[config.mk]
export PLATFORM = sky130hd
export DESIGN_NAME = dgldpc_shuffled_vnu_pipe
export DESIGN_NICKNAME = d
export VERILOG_FILES = /design/src/rtl/dgldpc_vnu_pkg.sv /design/src/rtl/dgldpc_vnu_sat_sm.sv /design/src/rtl/dgldpc_shuffled_vnu_pipe.sv
export SDC_FILE = /design/constraint.sdc
export NUM_CORES = 1
export LEC_CHECK = 0
export ABC_AREA = 1
export BUFFER_PORTS_ARGS = -buffer_cell sky130_fd_sc_hd__buf_2
export CAP_MARGIN = 10
export CELL_PAD_IN_SITES_DETAIL_PLACEMENT = 0
export CELL_PAD_IN_SITES_GLOBAL_PLACEMENT = 1
export CORE_MARGIN = 2
export CORE_UTILIZATION = 45
export CTS_BUF_LIST = sky130_fd_sc_hd__clkbuf_4 sky130_fd_sc_hd__clkbuf_8 sky130_fd_sc_hd__clkbuf_16
export DETAILED_ROUTE_END_ITERATION = 7
export PLACE_DENSITY_LB_ADDON = 0.1
export SLEW_MARGIN = 5
export SYNTH_ARGS = -nofsm -noshare
export SYNTH_HDL_FRONTEND = slang
export SYNTH_SLANG_ARGS = --single-unit
[constraint.sdc]
create_clock -name clk -period 5.2 [get_ports clk]
set_clock_uncertainty 0.15 [all_clocks]
set_input_delay 0 -clock clk [delete_from_list [all_inputs] [get_ports clk]]
set_output_delay 0 -clock clk [all_outputs]
set_load 0.05 [all_outputs]
[src/rtl/dgldpc_vnu_pkg.sv]
// Shared types and arithmetic helpers for the shuffled DG-LDPC variable-node unit.
package dgldpc_vnu_pkg;

   typedef enum logic [1:0] {
      SCALE_075 = 2'd0,
      SCALE_1   = 2'd1,
      SCALE_05  = 2'd2,
      SCALE_RSV = 2'd3
   } scale_mode_e;

   // Working width for the helpers; callers cast to their own field widths.
   localparam int unsigned FW = 32;

   // Sign-magnitude of width w to two's complement; negative zero folds to 0.
   function automatic logic signed [FW-1:0] sm2tc(input logic [FW-1:0] sm, input int unsigned w);
      logic [FW-1:0] sbit;
      logic [FW-1:0] mag;
      sbit = FW'(1) << (w - 1);
      mag  = sm & (sbit - FW'(1));
      return ((sm & sbit) != '0) ? -$signed(mag) : $signed(mag);
   endfunction

   // Arithmetic-shift scaling, each shifted term floors on its own.
   function automatic logic signed [FW-1:0] scale(input logic signed [FW-1:0] x, input scale_mode_e m);
      case (m)
         SCALE_075: return (x >>> 1) + (x >>> 2);
         SCALE_05:  return x >>> 1;
         default:   return x;
      endcase
   endfunction

endpackage

[src/rtl/dgldpc_vnu_sat_sm.sv]
// Clamp a two's-complement value to OW-bit sign-magnitude and flag saturation.
module dgldpc_vnu_sat_sm
   import dgldpc_vnu_pkg::*;
#(
   parameter int unsigned IW = 11,
   parameter int unsigned OW = 9
) (
   input  logic signed [IW-1:0] x,
   output logic        [OW-1:0] sm_c,
   output logic                 sat_c
);

   localparam logic [IW-1:0] MAXM = IW'((1 << (OW - 1)) - 1);

   logic [IW-1:0] mag;

   // Zero magnitude always yields all-zeros, so negative zero never leaves.
   always_comb begin
      mag   = x[IW-1] ? $unsigned(-x) : $unsigned(x);
      sat_c = (mag > MAXM);
      sm_c  = '0;
      if (sat_c)
         sm_c = {x[IW-1], {(OW-1){1'b1}}};
      else if (mag != '0)
         sm_c = {x[IW-1], mag[OW-2:0]};
   end

endmodule

[src/rtl/dgldpc_shuffled_vnu_pipe.sv]
// Three-stage variable-node unit: SM->TC capture, total/extrinsic, scale+LLR+saturate.
module dgldpc_shuffled_vnu_pipe
   import dgldpc_vnu_pkg::*;
#(
   parameter int unsigned DEG = 4,
   parameter int unsigned MW  = 6,
   parameter int unsigned LW  = 8,
   parameter int unsigned OW  = 9
) (
   input  logic                      clk,
   input  logic                      rst,
   input  logic                      i_valid,
   output logic                      o_ready,
   input  logic [0:DEG-1][MW-1:0]    i_data,
   input  logic [LW-1:0]             i_llr,
   input  logic [1:0]                i_mode,
   output logic                      o_valid,
   input  logic                      i_ready,
   output logic [0:DEG][OW-1:0]      o_data,
   output logic                      o_hard,
   output logic [15:0]               o_sat_cnt
);

   localparam int unsigned TW = MW + $clog2(DEG) + 1;
   localparam int unsigned EW = TW + 1;
   localparam int unsigned RW = ((EW > LW) ? EW : LW) + 1;

   logic                 en;
   logic                 v1, v2, sat3;
   logic signed [MW-1:0] m1 [DEG];
   logic signed [LW-1:0] llr1, llr2;
   scale_mode_e          mode1, mode2;
   logic signed [TW-1:0] tot_c, t2;
   logic signed [EW-1:0] e_c [DEG];
   logic signed [EW-1:0] e2 [DEG];
   logic signed [RW-1:0] r_c [DEG+1];
   logic [OW-1:0]        sm_c [DEG+1];
   logic [DEG:0]         sat_c;

   // Whole pipe stalls only when the output register is full and blocked.
   assign en      = i_ready | ~o_valid;
   assign o_ready = en;

   always_comb begin
      tot_c = '0;
      for (int i = 0; i < DEG; i++) tot_c = tot_c + TW'(m1[i]);
      for (int i = 0; i < DEG; i++) e_c[i] = EW'(tot_c) - EW'(m1[i]);
   end

   always_comb begin
      for (int j = 0; j < DEG; j++)
         r_c[j] = RW'(scale(FW'(e2[j]), mode2)) + RW'(llr2);
      r_c[DEG] = RW'(scale(FW'(t2), mode2)) + RW'(llr2);
   end

   for (genvar j = 0; j <= DEG; j++) begin : g_sat
      dgldpc_vnu_sat_sm #(.IW(RW), .OW(OW)) u_sat (
         .x    (r_c[j]),
         .sm_c (sm_c[j]),
         .sat_c(sat_c[j])
      );
   end

   always_ff @(posedge clk or posedge rst) begin
      if (rst) begin
         v1        <= 1'b0;
         v2        <= 1'b0;
         o_valid   <= 1'b0;
         llr1      <= '0;
         llr2      <= '0;
         mode1     <= SCALE_075;
         mode2     <= SCALE_075;
         t2        <= '0;
         sat3      <= 1'b0;
         o_hard    <= 1'b0;
         o_sat_cnt <= '0;
         o_data    <= '0;
         for (int i = 0; i < DEG; i++) begin
            m1[i] <= '0;
            e2[i] <= '0;
         end
      end else begin
         if (o_valid && i_ready && sat3 && (o_sat_cnt != 16'hFFFF))
            o_sat_cnt <= o_sat_cnt + 16'd1;
         if (en) begin
            v1    <= i_valid;
            llr1  <= i_llr;
            mode1 <= scale_mode_e'(i_mode);
            for (int i = 0; i < DEG; i++) m1[i] <= MW'(sm2tc(FW'(i_data[i]), MW));
            v2    <= v1;
            llr2  <= llr1;
            mode2 <= mode1;
            t2    <= tot_c;
            for (int i = 0; i < DEG; i++) e2[i] <= e_c[i];
            o_valid <= v2;
            sat3    <= |sat_c;
            o_hard  <= r_c[DEG][RW-1];
            for (int j = 0; j <= DEG; j++) o_data[j] <= sm_c[j];
         end
      end
   end

endmodule
==> results.md <==
- Most common cell after layout, fill and taps aside: nand2_1
- Syn Inst Count: 2070
- Hold_sp: i_llr[4]
- FF/Latch Area: around 0.0040 mm2
- Run status: finished clean
- Most frequent cells in the layout: nand2_1 (563), inv_1 (313), dfrtp_1 (159)
- Final RePlAce weighted congestion: 0.881
- Critical path type: flip-flop to flip-flop
- Syn Area/Cell: 6.96 um2
- Clock sink count: 159
- Total vias in the final route: 13300
- Sequential area share after synthesis: 0.276
- Clock slew at reported path FFs: 70 ps
- Worst reg2reg startpoint: m1[1]
- Chip width: 183 um
- Routed length per instance: 14.3 um
- Slew at the pin closest to its max-slew limit: 991 ps
- DRT iter0 DRCs: 708
- Setup-failing EPs final: 0
- Crit path max fanout: 5
- Hold path depth: 4
- Clock latency on the worst-skew pair: 450 ps
- Endpoint class of the critical path: flip-flop
- Vias in the first global route: 12500
- H-tree depth: 4
- Largest net degree at the start of global routing: 79
- F_max: ~0.23 GHz
- Syn nets: roughly 2300
- DRC: 0
- Post-route ant nets: 0
- Hold Vio Cnt, Final: 0
- Final HPWL DP: 28600 um
- NumNets Final: 2422
- Max-cap violations: 0
- Fin crit period: around 4400 ps
- First-pass DRT Iterations: 5
- ANT cells: 0
- Vias per inst: 5.07
- Core Region: 0.0316 mm2
- Cell area after layout: roughly 0.016 mm2
- TritonCTS clock tree: yes
- Setup TNS: 0 ps
- Port Buffers: 101
- # resized after CTS: 0
- Critical path's top delay family: adder cells
- Hold Crit Endpoint: llr1[4]
- Max Slew Vio Count: 0
- First-pass GRT wire length: approximately 63000 um
- Number of synthesized flops with an enable pin: 0
- Fillcell total: 3176
- Cell repeated most along the worst path: nand2_1
- Drt total wl: 37600 um
- Synth Cell Area: approximately 0.014 mm2
- Grt ovf: 0
- Slew margin rel.: 0.340
- WP buf/inv: 0
- FF+latch count, synth: roughly 160
- IO Count: ~100
- Async SR Flop Fraction: 1.00
- Yosys warns: 0
- CP Cell Sequence: fa_1 > fa_1 > ha_1 > fa_1 > xor2_1 > ha_1 > a21oi_1 > nand2_1 > nand2_1 > nand2_1 > a21oi_1 > nor2_1 > o21ai_0 > nand2_1 > xor2_1 > o21ai_0
- Die Ht: 183 um
- Initial antenna violation count: 0
- Max stage delay on crit path: around 590 ps
- Worst path slowest cell: fa_1
- Final worst-path cycle share: 0.850
- R2R cell count: 16
- Startpoint types: flip-flop
- Share of layout cells above drive strength 1: 0.0948
- Primary FF master, synth: dfrtp_1
- Unrepaired setup endpoints after global routing: no
- Reg2reg end: e2[38]
- Multi-input logic area: 0.00901 mm2
- Clock Path Buffers: 2
- Distinct cells, synth: 40
- Placed cell area: 0.0154 mm2
- Starting Density: 0.457
- Required time worst endpoint: 5340 ps
- Tightest Hold Check Type: input port to flip-flop
- Hold Slack: 142 ps
- Layout area overhead: 14.1%
- Clk root buf: clkbuf_16
- Die Area: 0.0335 mm2
- Cts bufs inserted: 17
- Worst R2R Setup Slack: 780 ps
- CP arrival: 4560 ps
- # rows: 65
- Global Route Usage Sum: 0.233
what timing repair did:
action                                 in CTS  in global routing
hold buffers                               54                  0
endpoints found under the hold margin      86                  0
setup buffers                               0                  0
worst max-delay path by stage:
| stage | startpoint | to | slack, ps | depth (start not counted) |
|---|---|---|---|---|
| floorplan | rst | e2[0] | 760 | 1 |
| global placement | e2[32] | o_data[37] | 790 | 23 |
| detailed placement | e2[32] | o_data[37] | 830 | 23 |
| CTS | e2[32] | o_data[37] | 820 | 23 |
| global route | e2[32] | o_data[37] | 300 | 23 |
| finish | m1[1] | e2[38] | 780 | 16 |
registers in the layout, indices dropped and copies added, names as in the netlist, 2 cells and up:
register,cells
o_data,45
mode1,2
llr2,8
m1,24
mode2,2
llr1,8
t2,9
e2,40
o_sat_cnt,16
through the flow:
step,utilization,instances,worst slack (ps)
after global routing,0.521,2628,302
final,0.521,2628,778
after floorplan,-,2070,758
after detailed placement,0.487,2543,826
after CTS,0.521,2628,817
after global placement,0.487,2543,792
routing by layer:
metal	global-route usage	vias to the layer above	part of all wire
met5	0	-	0
met4	0.0653	0	0.022
met3	0.0296	38	0.032
met2	0.362	215	0.43
met1	0.339	6079	0.52
li1	-	7000	-
worst reg2reg max path: stages (launching register included):
cell,delay (ps)
dfrtp_1,400
fa_1,590
fa_1,430
ha_1,240
fa_1,410
xor2_1,470
ha_1,370
a21oi_1,170
nand2_1,90
nand2_1,80
nand2_1,50
a21oi_1,220
nor2_1,60
o21ai_0,180
nand2_1,90
xor2_1,170
o21ai_0,110
kinds of logic after synthesis:
family / share of synthesized area
compound gates: 0.135
xor+xnor: 0.0535
fa+ha+maj: 0.162
buf+inv: 0.0992
flops: 0.276
mux: 0.00148
simple gates: 0.273
cell usage after synthesis, types with 2 or more instances:
| library cell | number | area (um2) |
|---|---|---|
| xnor2_1 | 31 | 272 |
| o221ai_1 | 2 | 17.5 |
| dfrtp_1 | 159 | 3980 |
| o311ai_0 | 4 | 35.0 |
| buf_2 | 2 | 10.0 |
| nand2_1 | 563 | 2110 |
| buf_6 | 2 | 22.5 |
| buf_1 | 5 | 18.8 |
| buf_4 | 2 | 15.0 |
| o22ai_1 | 47 | 294 |
| xor2_1 | 57 | 499 |
| ha_1 | 142 | 1780 |
| o21ai_0 | 137 | 686 |
| inv_1 | 315 | 1180 |
| fa_1 | 28 | 561 |
| nand3b_1 | 10 | 75.1 |
| o21bai_1 | 19 | 143 |
| nand4_1 | 21 | 131 |
| o31ai_1 | 6 | 45.0 |
| nor2_1 | 115 | 432 |
| o21ai_1 | 13 | 65.1 |
| nand3_2 | 9 | 90.1 |
| a21oi_1 | 121 | 606 |
| inv_2 | 11 | 41.3 |
| nor3_1 | 9 | 45.0 |
| a31oi_1 | 6 | 37.5 |
| or2_2 | 9 | 56.3 |
| clkbuf_1 | 34 | 128 |
| nor2_4 | 2 | 22.5 |
| nand3_1 | 157 | 786 |
| nand2_2 | 15 | 93.8 |
| nor2_2 | 8 | 50.1 |
| nand2_4 | 2 | 22.5 |
final cells by class:
class	count	area share
Multi-Input combinational cell	1538	0.548
Timing Repair Buffer	170	0.0704
Clock buffer	18	0.0263
Inverter	328	0.0756
Sequential cell	159	0.242
Tap cell	402	0.0306
Clock inverter	13	0.00730
Power is left out: the tool's default activity adds up to more than one toggle a clock period on the data nets, which glitch-free logic cannot reach.
